**src/rtl/tag_free_list.sv**
```systemverilog
// rtl/tag_free_list.sv - free-tag bitmap with lowest-index allocator; optional checker via TAG_FREE_LIST_DBLFREE_CHK_EN
module tag_free_list #(
   parameter int N        = 32,
   parameter int NUM_FREE = 2,
   parameter int RESV     = 0,
   localparam int W       = (N > 1) ? $clog2(N) : 1,
   localparam int CW      = $clog2(N + 1)
) (
   input  logic                  clock,
   input  logic                  reset,
   input  logic                  alloc_en,
   output logic                  alloc_valid,
   output logic [W-1:0]          alloc_idx,
   input  logic [NUM_FREE-1:0]   free_en,
   input  logic [NUM_FREE*W-1:0] free_idx,
   output logic [CW-1:0]         free_count,
   output logic                  dbl_free_err
);

   logic [N-1:0]  fl_q, fl_d;
   logic [CW-1:0] cnt_q, cnt_d;
   logic [N-1:0]  alloc_oh;
   logic [N-1:0]  free_oh;
   logic [N-1:0]  port_oh [NUM_FREE];
   logic          alloc_fire;

   // Lowest set bit of the registered bitmap; defaults to 0 when nothing is free.
   always_comb begin
      alloc_idx = '0;
      for (int i = N - 1; i >= 0; i--) begin
         if (fl_q[i]) alloc_idx = W'(i);
      end
   end

   assign alloc_valid = |fl_q;
   assign alloc_fire  = alloc_en && alloc_valid;

   // Decode each free port to one-hot; out-of-range indices decode to all zeros.
   always_comb begin
      for (int k = 0; k < NUM_FREE; k++) begin
         port_oh[k] = '0;
         for (int i = 0; i < N; i++) begin
            if (free_en[k] && (free_idx[k*W +: W] == W'(i))) port_oh[k][i] = 1'b1;
         end
      end
   end

   // Merge frees and the granted allocation into the next bitmap and its popcount.
   always_comb begin
      alloc_oh = '0;
      free_oh  = '0;
      cnt_d    = '0;
      for (int i = 0; i < N; i++) begin
         if (alloc_fire && (alloc_idx == W'(i))) alloc_oh[i] = 1'b1;
      end
      for (int k = 0; k < NUM_FREE; k++) begin
         free_oh = free_oh | port_oh[k];
      end
      // Free wins over alloc on the same bit.
      fl_d = (fl_q & ~alloc_oh) | free_oh;
      for (int i = 0; i < N; i++) begin
         cnt_d = cnt_d + CW'(fl_d[i]);
      end
   end

   // Bitmap and count registers; reset holds tags below RESV.
   always_ff @(posedge clock) begin
      if (reset) begin
         for (int i = 0; i < N; i++) fl_q[i] <= (i >= RESV);
         cnt_q <= CW'(N - RESV);
      end else begin
         fl_q  <= fl_d;
         cnt_q <= cnt_d;
      end
   end

   assign free_count = cnt_q;

`ifdef TAG_FREE_LIST_DBLFREE_CHK_EN
   logic err_q, err_d;

   // Flag a free of an already-free tag (unless it is the tag leaving this cycle) or a same-cycle duplicate.
   always_comb begin
      err_d = err_q;
      for (int k = 0; k < NUM_FREE; k++) begin
         if (|(port_oh[k] & fl_q & ~alloc_oh)) err_d = 1'b1;
         for (int j = 0; j < k; j++) begin
            if (|(port_oh[k] & port_oh[j])) err_d = 1'b1;
         end
      end
   end

   // Sticky error register, cleared only by reset.
   always_ff @(posedge clock) begin
      if (reset) err_q <= 1'b0;
      else       err_q <= err_d;
   end

   assign dbl_free_err = err_q;
`else
   assign dbl_free_err = 1'b0;
`endif

endmodule

```
**config.mk**
```make
export PLATFORM = sky130hd
export DESIGN_NAME = tag_free_list
export DESIGN_NICKNAME = d
export VERILOG_FILES = /design/src/rtl/tag_free_list.sv
export SDC_FILE = /design/constraint.sdc
export NUM_CORES = 1
export LEC_CHECK = 0
export ABC_AREA = 1
export BUFFER_PORTS_ARGS = -buffer_cell sky130_fd_sc_hd__buf_2
export CAP_MARGIN = 0
export CORE_AREA = 2 2 82 84
export CTS_CLUSTER_DIAMETER = 200
export DETAILED_ROUTE_END_ITERATION = 16
export DIE_AREA = 0 0 84 86
export PLACE_DENSITY = 0.75
export SETUP_SLACK_MARGIN = 0.15
export SYNTH_ARGS = -nofsm -noshare
export SYNTH_HDL_FRONTEND = slang
export SYNTH_SLANG_ARGS = --single-unit
export TNS_END_PERCENT = 20
```
**constraint.sdc**
```tcl
create_clock -name clock -period 6.55 [get_ports clock]
set_input_delay 0.655 -clock clock [delete_from_list [all_inputs] [get_ports clock]]
set_output_delay 0.655 -clock clock [all_outputs]
set_load 0.01 [all_outputs]
```
# Word-level counts from Yosys, hierarchy flattened

Cells that the tools add are included.

Add/sub/neg operators: 31
Reduce and logical (&&, ||, !) cells: 101
Equality and inequality tests: 93
Multiplexer cells: 128
Bitwise operators: 4

Operators with widths:

| cell                 | count |
|---|---|
| $eq A5 B5 Y1 const B | 48 |
| $mux W5              | 32 |
| $add A6 B1 Y6        | 26 |
| $eq A5 B4 Y1 const B | 24 |
| $logic_and A1 B1 Y1  | 97 |
| $mux W1              | 96 |
| $or A32 B32 Y32      | 2 |
| $eq A5 B3 Y1 const B | 12 |
| $and A32 B32 Y32     | 1 |
| $not A32 Y32         | 1 |
| $reduce_or A32 Y1    | 1 |
| $eq A5 B2 Y1 const B | 6 |
| $eq A5 B1 Y1 const B | 3 |
| $logic_not A5 Y1     | 3 |
| $add A5 B1 Y6        | 1 |
| $add A4 B1 Y5        | 1 |
| $add A3 B1 Y4        | 1 |
| $add A2 B1 Y3        | 1 |
| $add A1 B1 Y2        | 1 |

Bits of input ports: 15
Word-level logic and storage cells: 359
Flip-flop bits (word level): 38
Output and inout port bits: 13

# Longest topological paths before layout

Gate-level depths: netlist of run 1.

Depth after elaboration: 69
Depth in mapped cells: 54

# Worst setup path before layout of run 1

No wires, ideal clock.

Path kind: register to register
From: reg fl_q[29]
To: reg cnt_q[4], in the netlist free_count[4]
Clock period less this slack: 6.263 ns
Buffers on the path: 0
Data arrival time: 6.193 ns
Path slack: 0.287 ns
Stages on the path, launching flop included: 53
Cells stage by stage: dfxtp_1 inv_1 nand2_1 nand2_1 nand2_1 nand2_1 nand2_1 nand2_1 nand2_1 nand2_1 nand2_1 nand2_1 nand2_1 nand2_1 nand2_1 nand2_1 nand2_1 nand2_1 [... 17 more ...] inv_1 fa_1 inv_1 fa_1 inv_1 fa_1 fa_1 fa_1 inv_1 ha_1 fa_1 nand2_1 inv_1 nor2_1 nor2_1 nor2_1 o21ai_0 a21oi_1

Elaborated cells between the ends (all ways): 162
Classes of those cells: add/sub (31); eq/ne (31); mux (62); bitwise (3); reduce/logical (35)

RTL lines:

| item                         | line | text |
|---|---|---|
| from (decl)                  | 20   | `logic [N-1:0] fl_q, fl_d;` |
| from (signal assigned)       | 72   | `fl_q <= fl_d;` |
| $mux W5 (30 in a row)        | 31   | `if (fl_q[i]) alloc_idx = W'(i);` |
| $eq A5 B5 Y1                 | 54   | `if (alloc_fire && (alloc_idx == W'(i))) alloc_oh[i] = 1'b1;` |
| $logic_and A1 B1 Y1 *        | 54   |  |
| $mux W1 *                    | 54   |  |
| $not A32 Y32 *               | 60   | `fl_d = (fl_q & ~alloc_oh) \| free_oh;` |
| $and A32 B32 Y32 *           | 60   |  |
| $or A32 B32 Y32 *            | 60   |  |
| named net fl_d[23]           | 20   |  |
| $add A6 B1 Y6 * (9 in a row) | 62   | `cnt_d = cnt_d + CW'(fl_d[i]);` |
| to (signal assigned)         | 70   | `cnt_q <= CW'(N - RESV);` |
| to (signal assigned)         | 73   | `cnt_q <= cnt_d;` |
| to (decl)                    | 21   | `logic [CW-1:0] cnt_q, cnt_d;` |

The timed path passes the listed nets; every way through them passes the cells marked *.
A chain may end at the register's enable or synchronous reset.

# Worst setup path after layout of run 1

From: reg fl_q[27]
To: reg cnt_q[4], in the netlist free_count[4]

Longest elaborated chain between the ends: 65
Elaborated cells between the ends (all ways): 160
Classes of those cells: add/sub (31); eq/ne (31); mux (60); bitwise (3); reduce/logical (35)

RTL lines:

| item                                             | line |
|---|---|
| $mux W5 (28 in a row)                            | 31 |
| $eq A5 B1 Y1 or $logic_not A5 Y1 (tied branches) | 54 |
| $logic_and A1 B1 Y1                              | 54 |
| $mux W1                                          | 54 |
| $not A32 Y32                                     | 60 |
| $and A32 B32 Y32 *                               | 60 |
| $or A32 B32 Y32 *                                | 60 |
| $add A1 B1 Y2                                    | 62 |
| $add A2 B1 Y3                                    | 62 |
| $add A3 B1 Y4                                    | 62 |
| $add A4 B1 Y5                                    | 62 |
| $add A5 B1 Y6                                    | 62 |
| $add A6 B1 Y6 (25 in a row)                      | 62 |
| $add A6 B1 Y6 *                                  | 62 |

Every way passes the cells marked *; elsewhere a longest branch is shown, timed or not.

==> results of run 1 <==
area by class of cell:
| cell class | instances | area share |
|---|---|---|
| timing repair buffer | 64 | 0.102 |
| clock buffer | 6 | 0.0204 |
| clock inverter | 2 | 0.0148 |
| sequential | 38 | 0.188 |
| tap | 77 | 0.0238 |
| inverter | 120 | 0.111 |
| multi-input combinational | 334 | 0.539 |
worst reg2reg max path: cells and delay by family, from the launching register on:
family / cells / cell delay, ns
fa+ha+maj: 8 / 3.45
simple gates: 8 / 1.15
compound gates: 6 / 0.89
buf+inv: 8 / 0.81
flops: 1 / 0.36
power by group through the flow:
stage | logic, W | registers, W | clock network (W)
5_1_grt | 0.000176 | 0.000245 | 0.000261
4_1_cts | 0.000153 | 0.000244 | 0.000251
3_5_place_dp | 0.000141 | 0.000250 | 0
3_3_place_gp | 0.000139 | 0.000249 | 0
2_1_floorplan | 0.0000823 | 0.000255 | 0
6_report | 0.000157 | 0.000244 | 0.000252
state kept, by name (all words and copies together) (netlist names):
register,cells
fl_q,32
free_count,6
through the flow:
| step | TNS (ns) | setup slack, ns | cell area [um^2] |
|---|---|---|---|
| 6_report | -0.231 | -0.200 | 4060 |
| 3_3_place_gp | -0.112 | -0.106 | 3820 |
| 4_1_cts | -0.232 | -0.166 | 4020 |
| 5_1_grt | -2.54 | -0.728 | 4060 |
| 2_1_floorplan | 0 | 0.287 | 3350 |
| 3_5_place_dp | -0.476 | -0.252 | 3820 |
repair_timing:
item | in CTS | in global routing
pin swaps | 5 | 6
setup endpoints to repair | 4 | 6
buffers inserted | 2 | 0
endpoints found under the hold margin | 0 | 0
gates resized for setup | 13 | 10
hold buffers | 0 | 0
routing by layer:
metal	vias to the layer above	wire length (um)
met3	27	769
met2	179	4960
met4	0	346
met5	-	0
met1	1628	4280
li1	1716	-
worst max path at each step:
stage / start / end / slack [ns] / depth (start not counted)
floorplan: fl_q[29]$_SDFF_PP1_ / free_count[4]$_SDFF_PP0_ / 0.29 / 52
global placement: fl_q[31]$_SDFF_PP1_ / free_count[4]$_SDFF_PP0_ / -0.11 / 39
detailed placement: fl_q[30]$_SDFF_PP1_ / free_count[4]$_SDFF_PP0_ / -0.25 / 54
CTS: fl_q[30]$_SDFF_PP1_ / free_count[4]$_SDFF_PP0_ / -0.17 / 54
global route: fl_q[30]$_SDFF_PP1_ / free_count[4]$_SDFF_PP0_ / -0.73 / 53
finish: fl_q[27]$_SDFF_PP1_ / free_count[4]$_SDFF_PP0_ / -0.20 / 30
cells in the final DEF, fill, tap and decap left out, types with 4 or more instances in the layout:
| master | netlist | final |
|---|---|---|
| a21oi_1 | 18 | 18 |
| a22o_1 | 13 | 13 |
| buf_2 | 0 | 26 |
| buf_4 | 2 | 38 |
| clkbuf_8 | 0 | 6 |
| dfxtp_1 | 38 | 36 |
| fa_1 | 24 | 22 |
| ha_1 | 7 | 6 |
| inv_1 | 118 | 115 |
| nand2_1 | 99 | 99 |
| nand3_1 | 37 | 34 |
| nand3b_1 | 5 | 5 |
| nand4_1 | 17 | 17 |
| nor2_1 | 49 | 49 |
| nor4_1 | 4 | 4 |
| o21ai_1 | 10 | 8 |
| o21bai_1 | 9 | 9 |
| o22ai_1 | 16 | 16 |
cells by family (layout without fill, tap and decap cells):
group,count (synthesis),in the layout,share of synthesized area
simple gates,224,224,0.308
flops,38,38,0.227
fa+ha+maj,31,31,0.169
buf+inv,127,192,0.144
compound gates,78,78,0.150
other cells,1,1,0.00112
==> metrics.cfg, run 1 <==
[layout]
fin_util = 0.646
regArea_um2 = 763
drive_gt1_frac = 0.172
final_nets = 609
final_cells = 641
syn2layout_area_growth_pct = 20.9
antenna_cells = 0
multi_input_area_um2 = 2190
fill_cells = 569

[global_route]
grt_max_degree = 37
grt_usage = 0.298
grt_antenna_before_repair = 0
grt_pass1_vias = 3380
busiest_layer = met2
grt_overflow = 0
grt_pass1_wl_mm = 16.8
met3_usage = 0.0366
met2_usage = 0.522
grt_util_met1 = 0.382

[clock_network]
clkSinkCount = 38
htreeDepth = 2
clockBufferDepth = 2
cts_tree = yes
cts_root_buf = clkbuf_8
cts_buffers = 5
clk_pin_slew_worst_paths_ns = 0.08
clock_latency_ns = 0.29

[hold_path]
holdPathStages = 2
hold_class = reg2reg
min_from = fl_q[0]$_SDFF_PP1_
hold_end = fl_q[0]$_SDFF_PP1_

[logic_synthesis]
yosys.area.top_type = dfxtp_1
seq_area_frac_synth = 0.227
async_flop_share = 0
yosysUniqueCellTypes = 32
syn_area_per_cell_um2 = 6.72
yosys_warnings = 0
synth_edf_count = 0
synth-main-ff-cell = dfxtp_1
synth_seq_cells = 38
synth_area_um2 = 3350
syn-num-nets = 545
ys_top_cells_by_area = dfxtp_1 (23%), fa_1 (14%), inv_1 (13%), nand2_1 (11%), nand3_1 (5.5%)
synthTopCellsByCount = inv_1 (118), nand2_1 (99), nor2_1 (49)
yosysTopAreaCellShare = 0.227
yosysMostFrequentCell = inv_1
synth_cells = 499

[detailed_routing]
wire_per_inst_um = 16.2
vias_per_cell = 5.54
vias = 3550
dr.pass1.iters = 6
totalWireLength_mm = 10.4
drtIter0Drc = 327
drcViolationCount = 0
ant_nets = 0

[critical_path]
path_max_fanout = 5
reg2reg_from = fl_q[27]$_SDFF_PP1_
max_stage_delay_ns = 0.51
crit_top_cell = fa_1
crit_type = reg2reg
cp.buffers_inverters = 8
reg2reg_to = free_count[4]$_SDFF_PP0_
cp_slowest_cell = fa_1
worstPathArrival_ns = 6.97
crit_path_end_kind = flip-flop
ff2ff_setup_slack_ns = -0.20
rr_worst_depth = 30
cp.required_ns = 6.77
cp-start-kind = flip-flop
critical_path.top_delay_family = adder cells

[timing]
fin_skew_ns = 0.00539
finalHoldViolCount = 0
tightest_slew_ns = 1.07
drv_slew = 0
rsz0062_at_grt = yes
relSlewSlack = 0.280
setup_viol = 2
final.setup.worst_slack_ns = -0.200
fin_crit_sh = 1.03
fin_hold_ws_ns = 0.526
max_freq_ghz = 0.148
min_period_ns = 6.75

[pwr]
clkPwrFrac = 0.386
swShare = 0.283
p_switching_w = 0.000185
power_w = 0.000654
seqPwrFrac = 0.374
power_density_nw_per_um2 = 161
comb_power_share = 0.240
p_leak_nw = 1.93
peakVddDrop_uv = 122
p_int_w = 0.000469

[run_status]
status = finished with violations
violations = negative setup slack

[die]
core_um2 = 6280
die_h_um = 86
io_pins = 28
initial_utilization = 0.534
row_count = 29
die_area_um2 = 7220
die_w_um = 84

[placement]
hpwl_mm = 8.49
dp_cells = 631
port_buffers = 26
gp_congestion = 0.934

[flow_run]
maxCapViolCount = 0

(Power assumes the default switching activity.)
==> run 2: changes to the inputs <==
--- a/config.mk
+++ b/config.mk
@@ -5,14 +5,13 @@
 export SDC_FILE = /design/constraint.sdc
 export NUM_CORES = 1
 export LEC_CHECK = 0
-export ABC_AREA = 1
 export BUFFER_PORTS_ARGS = -buffer_cell sky130_fd_sc_hd__buf_2
 export CAP_MARGIN = 0
-export CORE_AREA = 2 2 82 84
+export CORE_AREA = 2 2 79 81
 export CTS_CLUSTER_DIAMETER = 200
 export DETAILED_ROUTE_END_ITERATION = 16
-export DIE_AREA = 0 0 84 86
-export PLACE_DENSITY = 0.75
+export DIE_AREA = 0 0 81 83
+export PLACE_DENSITY = 0.77
 export SETUP_SLACK_MARGIN = 0.15
 export SYNTH_ARGS = -nofsm -noshare
 export SYNTH_HDL_FRONTEND = slang
==> metrics.cfg, run 2 <==
[layout]
largest_register_ff_count = 32  ; unchanged
fill_cells = 526  ; -7.6%
regMostFlops = fl_q
final_nets = 501  ; -18%
multi_input_area_um2 = 2370  ; +8.4%
layout_common_cells = nor2_1 (42), dfxtp_1 (38), buf_4 (38)
syn2layout_area_growth_pct = 22.4
antenna_cells = 0  ; unchanged
drive_gt1_frac = 0.224  ; +0.0517
regArea_um2 = 761  ; -0.33%
mostFrequentLayoutCell = nor2_1

[critical_path]
cp.buffers_inverters = 5  ; -3
cp.required_ns = 6.71  ; -0.06 ns
cp_cell_sequence = buf_4 -> or4_4 -> nor4_4 -> and3_4 -> nand2b_4 -> o31ai_4 -> nand2b_1 -> fa_1 -> inv_1 -> fa_1 -> inv_1 -> fa_1 -> inv_1 -> fa_1 -> fa_1 -> fa_1 -> inv_1 -> ha_2 -> fa_2 -> a21o_1 -> a21oi_2 -> xor2_1 -> nor2_1
critical_path.top_delay_family = adder cells
cp-start-kind = flip-flop
reg2reg_from = fl_q[8]$_SDFF_PP1_
worstPathArrival_ns = 6.53  ; -0.44 ns
ff2ff_setup_slack_ns = 0.18  ; +0.38 ns
reg2reg_to = free_count[4]$_SDFF_PP0_
cp_slowest_cell = or4_4
rr_worst_depth = 23  ; -23%
crit_type = reg2reg
path_max_fanout = 4  ; -1
crit_path_end_kind = flip-flop
max_stage_delay_ns = 0.55  ; +0.04 ns
crit_top_cell = fa_1

[placement]
dp_slack_ns = -0.0127  ; +0.239 ns
hpwl_mm = 7.75  ; -8.7%
port_buffers = 26  ; unchanged
gp_congestion = 0.990  ; +6.0%

[pwr]
clkPwrFrac = 0.363  ; -0.023
power_density_nw_per_um2 = 140  ; -13%
comb_power_share = 0.194  ; -0.046
p_leak_nw = 1.54  ; -20%
p_int_w = 0.000398  ; -15%
swShare = 0.270  ; -0.0137
peakVddDrop_uv = 127  ; +4.4%
p_switching_w = 0.000147  ; -21%
seqPwrFrac = 0.443  ; +0.069

[timing]
fin_hold_ws_ns = 0.566  ; +0.0404 ns
setup_viol = 0  ; -2
fin_crit_sh = 0.972  ; -0.0585
fin_skew_ns = 0.0129  ; +0.00748 ns
rsz0062_at_grt = yes
tightest_slew_ns = 0.822  ; -0.251 ns
finalHoldViolCount = 0  ; unchanged
min_period_ns = 6.37  ; -0.383 ns
drv_slew = 0  ; unchanged
final.setup.worst_slack_ns = 0.183  ; +0.383 ns
max_freq_ghz = 0.157  ; +6.0%
relSlewSlack = 0.451  ; +0.171

[logic_synthesis]
yosys.area.top_type = dfxtp_1
ys_top_cells_by_area = dfxtp_1 (24%), fa_1 (15%), o22ai_1 (6.1%), nand2b_1 (5.5%), nor2_1 (5.0%)
synth-main-ff-cell = dfxtp_1
yosysTopAreaCellShare = 0.240  ; +0.0129
seq_area_frac_synth = 0.240  ; +0.0129
async_flop_share = 0  ; unchanged
syn_area_per_cell_um2 = 8.14  ; +21%
syn-num-nets = 436  ; -20%
synth_edf_count = 0  ; unchanged
synth_area_um2 = 3170  ; -5.4%
yosysMostFrequentCell = nor2_1
synthTopCellsByCount = nor2_1 (42), dfxtp_1 (38), inv_1 (34)
synth_seq_cells = 38  ; unchanged
yosysUniqueCellTypes = 50  ; +56%
yosys_warnings = 0  ; unchanged
synth_cells = 390  ; -22%

[clock_network]
cts_tree = yes
clock_latency_ns = 0.29  ; about the same
clockBufferDepth = 2  ; unchanged
clkSinkCount = 38  ; unchanged
cts_root_buf = clkbuf_8
cts_buffers = 5  ; unchanged
cts_hold_buf = 0  ; unchanged
clk_pin_slew_worst_paths_ns = 0.08  ; about the same
htreeDepth = 2  ; unchanged

[run_status]
status = complete, no violations

[global_route]
grt_usage = 0.298  ; -0.000473
grt_pass1_vias = 3110  ; -8.0%
grt_max_degree = 31  ; -16%
grt_antenna_before_repair = 0  ; unchanged
grt_overflow = 0  ; unchanged
grt_pass1_wl_mm = 15.6  ; -7.0%

[die]
core_um2 = 5820  ; -7.4%
io_pins = 28  ; unchanged
die_area_um2 = 6720  ; -6.9%
initial_utilization = 0.546  ; +0.0114
die_h_um = 83  ; -3.5%
row_count = 28  ; -3.4%
die_w_um = 81  ; -3.6%

[detailed_routing]
dr.pass1.iters = 5  ; -1
vias_per_cell = 6.32  ; +14%
drtIter0Drc = 487  ; +49%
totalWireLength_mm = 9.58  ; -7.5%
wire_per_inst_um = 18.0  ; +12%
ant_nets = 0  ; unchanged
vias = 3358  ; -5.4%
drcViolationCount = 0  ; unchanged

[hold_path]
holdPathStages = 2  ; unchanged
hold_class = reg2reg
min_from = fl_q[7]$_SDFF_PP1_
hold_end = fl_q[7]$_SDFF_PP1_

[flow_run]
maxCapViolCount = 0  ; unchanged

-- run 2: area by class of cell --
| class | count | area share |
|---|---|---|
| Inverter | 34 | 0.0328 |
| Timing Repair Buffer | 65 | 0.110 |
| Clock inverter | 1 | 0.00773 |
| Multi-Input combinational cell | 311 | 0.610 |
| Tap cell | 75 | 0.0241 |
| Clock buffer | 7 | 0.0196 |
| Sequential cell | 38 | 0.196 |
-- run 2: power by group through the flow --
stage	sequential [W]	combinational, W	clock [W]
floorplan	0.000251	0.0000592	0
global placement	0.000246	0.0000982	0
detailed placement	0.000247	0.000101	0
CTS	0.000241	0.000103	0.000198
global route	0.000242	0.000119	0.000207
finish	0.000241	0.000106	0.000198
-- run 2: repair_timing --
action / 4_1_cts / 5_1_grt
pin swaps: 2 / 9
gates resized for setup: 16 / 8
cloned: 0 / 0
setup endpoints to repair: 3 / 4
hold endpoints to repair: 0 / 0
buffers inserted: 0 / 2
-- run 2: logic make-up (layout without fill, tap and decap cells) --
family	after synthesis	in the layout	share of synthesized area
and+or+nand+nor	167	167	0.286
AOI/OAI and AO/OA	110	110	0.238
buffers and inverters	41	107	0.0505
DFF	38	38	0.240
adders and majority gates	31	31	0.179
xor gates and xnor gates	2	2	0.00552
other	1	1	0.00118
-- run 2: worst max path at each step --
stage / from / to / depth (start not counted)
2_1_floorplan: fl_q[18]$_SDFF_PP1_ / free_count[4]$_SDFF_PP0_ / 23
3_3_place_gp: fl_q[9]$_SDFF_PP1_ / free_count[4]$_SDFF_PP0_ / 23
3_5_place_dp: fl_q[18]$_SDFF_PP1_ / free_count[4]$_SDFF_PP0_ / 21
4_1_cts: fl_q[18]$_SDFF_PP1_ / free_count[4]$_SDFF_PP0_ / 23
5_1_grt: fl_q[8]$_SDFF_PP1_ / free_count[4]$_SDFF_PP0_ / 23
6_report: fl_q[8]$_SDFF_PP1_ / free_count[4]$_SDFF_PP0_ / 23
-- run 2: through the flow --
stage	setup TNS, ns	cell area, um^2	util	total power (W)	instances
3_5_place_dp	-0.0127	3640	0.627	0.000348	521
3_3_place_gp	0	3640	0.627	0.000345	521
2_1_floorplan	0	3170	-	0.000310	390
6_report	0	3890	0.668	0.000545	531
4_1_cts	0	3830	0.659	0.000542	529
5_1_grt	-0.0564	3890	0.668	0.000568	531
-- run 2: per-layer routing --
metal	GRT usage	vias up	routed length, um
met4	0.0955	0	249
met2	0.447	200	4360
met1	0.432	1584	4090
met5	0	-	0
met3	0.0543	24	872
li1	-	1550	-
-- run 2: worst reg2reg max path, cell delays in order, from the launching register on --
cell	delay, ns
dfxtp_1	0.32
buf_4	0.14
or4_4	0.55
nor4_4	0.33
and3_4	0.26
nand2b_4	0.08
o31ai_4	0.28
nand2b_1	0.11
fa_1	0.52
inv_1	0.05
fa_1	0.48
inv_1	0.05
fa_1	0.49
inv_1	0.06
fa_1	0.49
fa_1	0.42
fa_1	0.50
inv_1	0.05
ha_2	0.19
fa_2	0.33
a21o_1	0.19
a21oi_2	0.12
xor2_1	0.14
nor2_1	0.05
==> run 3: changes to the inputs <==
--- a/config.mk
+++ b/config.mk
@@ -7,11 +7,11 @@
 export LEC_CHECK = 0
 export BUFFER_PORTS_ARGS = -buffer_cell sky130_fd_sc_hd__buf_2
 export CAP_MARGIN = 0
-export CORE_AREA = 2 2 79 81
+export CORE_AREA = 2 2 76 85
 export CTS_CLUSTER_DIAMETER = 200
 export DETAILED_ROUTE_END_ITERATION = 16
-export DIE_AREA = 0 0 81 83
-export PLACE_DENSITY = 0.77
+export DIE_AREA = 0 0 78 87
+export PLACE_DENSITY = 0.76
 export SETUP_SLACK_MARGIN = 0.15
 export SYNTH_ARGS = -nofsm -noshare
 export SYNTH_HDL_FRONTEND = slang
==> metrics.cfg, run 3 (same netlist as run 2, synthesis figures left out) <==
[pwr]
p_leak_nw = 1.51  ; -2.1%
comb_power_share = 0.173  ; -0.021
clkPwrFrac = 0.421  ; +0.058
power_w = 0.000594  ; +9.1%
swShare = 0.254  ; -0.0154
power_density_nw_per_um2 = 152  ; +8.7%
seqPwrFrac = 0.406  ; -0.037
p_int_w = 0.000443  ; +11%
peakVddDrop_uv = 121  ; -4.8%
p_switching_w = 0.000151  ; +2.9%

[clock_network]
cts_root_buf = clkbuf_8
clkSinkCount = 38  ; unchanged
cts_tree = yes
clk_pin_slew_worst_paths_ns = 0.08  ; about the same
htreeDepth = 2  ; unchanged
cts_buffers = 5  ; unchanged
clock_latency_ns = 0.29  ; about the same
clockBufferDepth = 2  ; unchanged
cts_hold_buf = 0  ; unchanged

[critical_path]
crit_type = reg2reg
ff2ff_setup_slack_ns = 0.18  ; about the same
critPathLaunch = fl_q[6]$_SDFF_PP1_
reg2reg_to = free_count[4]$_SDFF_PP0_
worstPathArrival_ns = 6.53  ; about the same
endpoint = free_count[4]$_SDFF_PP0_
rr_worst_depth = 22  ; -4.3%
cp-start-kind = flip-flop
reg2reg_from = fl_q[6]$_SDFF_PP1_
cp.required_ns = 6.72  ; about the same
path_max_fanout = 8  ; +4
crit_path_end_kind = flip-flop

[die]
row_count = 30  ; +7.1%
die_area_um2 = 6790  ; +0.94%
die_w_um = 78  ; -3.7%
die_h_um = 87  ; +4.8%
core_um2 = 6010  ; +3.3%
initial_utilization = 0.529  ; -0.0173
io_pins = 28  ; unchanged

[detailed_routing]
drtIter0Drc = 357  ; -27%
wl_met1_mm = 3.95  ; -3.3%
ant_nets = 0  ; unchanged
dr.pass1.iters = 6  ; +1
wire_per_inst_um = 18.2  ; +1.1%
vias_per_cell = 6.23  ; -1.5%
highest_layer = met4
route.met3.wl_um = 727  ; -17%
totalWireLength_mm = 9.50  ; -0.81%
route.met2.wl_mm = 4.55  ; +4.3%
vias = 3246  ; -3.3%
drcViolationCount = 0  ; unchanged

[timing]
fin_hold_ws_ns = 0.512  ; -0.0547 ns
relSlewSlack = 0.636  ; +0.185
setup_viol = 0  ; unchanged
finalHoldViolCount = 0  ; unchanged
min_period_ns = 6.37  ; +0.00110 ns
fin_skew_ns = 0.00453  ; -0.00833 ns
fin_crit_sh = 0.972  ; about the same
rsz0062_at_grt = yes
tightest_slew_ns = 0.546  ; -0.276 ns
max_freq_ghz = 0.157  ; about the same
drv_slew = 0  ; unchanged

[placement]
gp_congestion = 0.932  ; -5.9%
hpwl_mm = 7.35  ; -5.2%
port_buffers = 26  ; unchanged

[layout]
mostFrequentLayoutCell = nor2_1
antenna_cells = 0  ; unchanged
syn2layout_area_growth_pct = 22.9
regMostFlops = fl_q
largest_register_ff_count = 32  ; unchanged
final_nets = 486  ; -3.0%
drive_gt1_frac = 0.236  ; +0.0121
layout_common_cells = nor2_1 (41), inv_1 (34), o22ai_1 (31), dfxtp_1 (31), nand2b_1 (27)

[global_route]
grt_antenna_before_repair = 0  ; unchanged
grt_pass1_vias = 3168  ; +1.9%
grt_pass1_wl_mm = 15.1  ; -3.1%
grt_overflow = 0  ; unchanged
grt_usage = 0.285  ; -0.0129
grt_max_degree = 31  ; unchanged

[flow_run]
maxCapViolCount = 0  ; unchanged

[hold_path]
hold_class = reg2reg

[run_status]
status = complete, no violations

-- run 3: timing repair --
item | 4_1_cts | 5_1_grt
gates resized for setup | 17 | 27
pin swaps | 7 | 16
setup endpoints to repair | 4 | 4
setup buffers | 1 | 1
gates cloned | 1 | 0
-- run 3: metal layers --
layer  track usage  vias to the layer above
met4         0.132                        0
li1              -                     1520
met2         0.456                      166
met3        0.0508                       22
met1         0.377                     1538
met5             0                        -
-- run 3: through the flow --
stage | setup TNS [ns] | instances | setup WS (ns) | instance area (um^2) | util
4_1_cts | 0 | 520 | 0.173 | 3770 | 0.628
3_3_place_gp | 0 | 510 | 0.0502 | 3530 | 0.588
5_1_grt | -0.100 | 521 | -0.100 | 3900 | 0.649
6_report | 0 | 521 | 0.182 | 3900 | 0.649
2_1_floorplan | 0 | 390 | 0.292 | 3170 | -
3_5_place_dp | -0.130 | 510 | -0.130 | 3530 | 0.588
-- run 3: how the worst min path moves through the flow --
stage,from,to,slack (ns),cells after the start
floorplan,fl_q[26]$_SDFF_PP1_,fl_q[26]$_SDFF_PP1_,0.47,2
global placement,fl_q[10]$_SDFF_PP1_,fl_q[10]$_SDFF_PP1_,0.52,1
detailed placement,fl_q[18]$_SDFF_PP1_,fl_q[18]$_SDFF_PP1_,0.54,2
CTS,fl_q[9]$_SDFF_PP1_,fl_q[9]$_SDFF_PP1_,0.53,2
global route,fl_q[10]$_SDFF_PP1_,fl_q[10]$_SDFF_PP1_,0.53,1
finish,fl_q[10]$_SDFF_PP1_,fl_q[10]$_SDFF_PP1_,0.51,1
-- run 3: power groups by stage --
stage	combinational (W)	clock, W	sequential [W]
after floorplan	0.0000592	0	0.000251
after global placement	0.0000946	0	0.000247
after detailed placement	0.0000971	0	0.000247
after CTS	0.0000999	0.000251	0.000241
after global routing	0.000115	0.000261	0.000242
final	0.000103	0.000250	0.000241
-- run 3: worst max-delay path: stages (launching register included) --
cell,delay (ns)
dfxtp_1,0.49
nor3b_1,0.10
a2111oi_0,0.48
buf_4,0.20
o211a_1,0.20
a211o_4,0.26
nor3_4,0.07
o21a_1,0.23
fa_1,0.50
fa_1,0.52
inv_1,0.06
fa_1,0.49
inv_1,0.05
fa_1,0.46
fa_1,0.50
fa_1,0.50
inv_1,0.04
ha_2,0.19
fa_2,0.34
a21o_1,0.20
a21oi_2,0.13
xor2_1,0.18
nor2_1,0.06
-- run 3: final cells by class --
type	instances	area, um^2
clock buffers	6	82.6
clock inverters	2	60.1
fillers	489	2110
inverters	34	128
multi-input cells	312	2450
flip-flops and latches	38	772
well taps	80	100
repair buffers	49	303
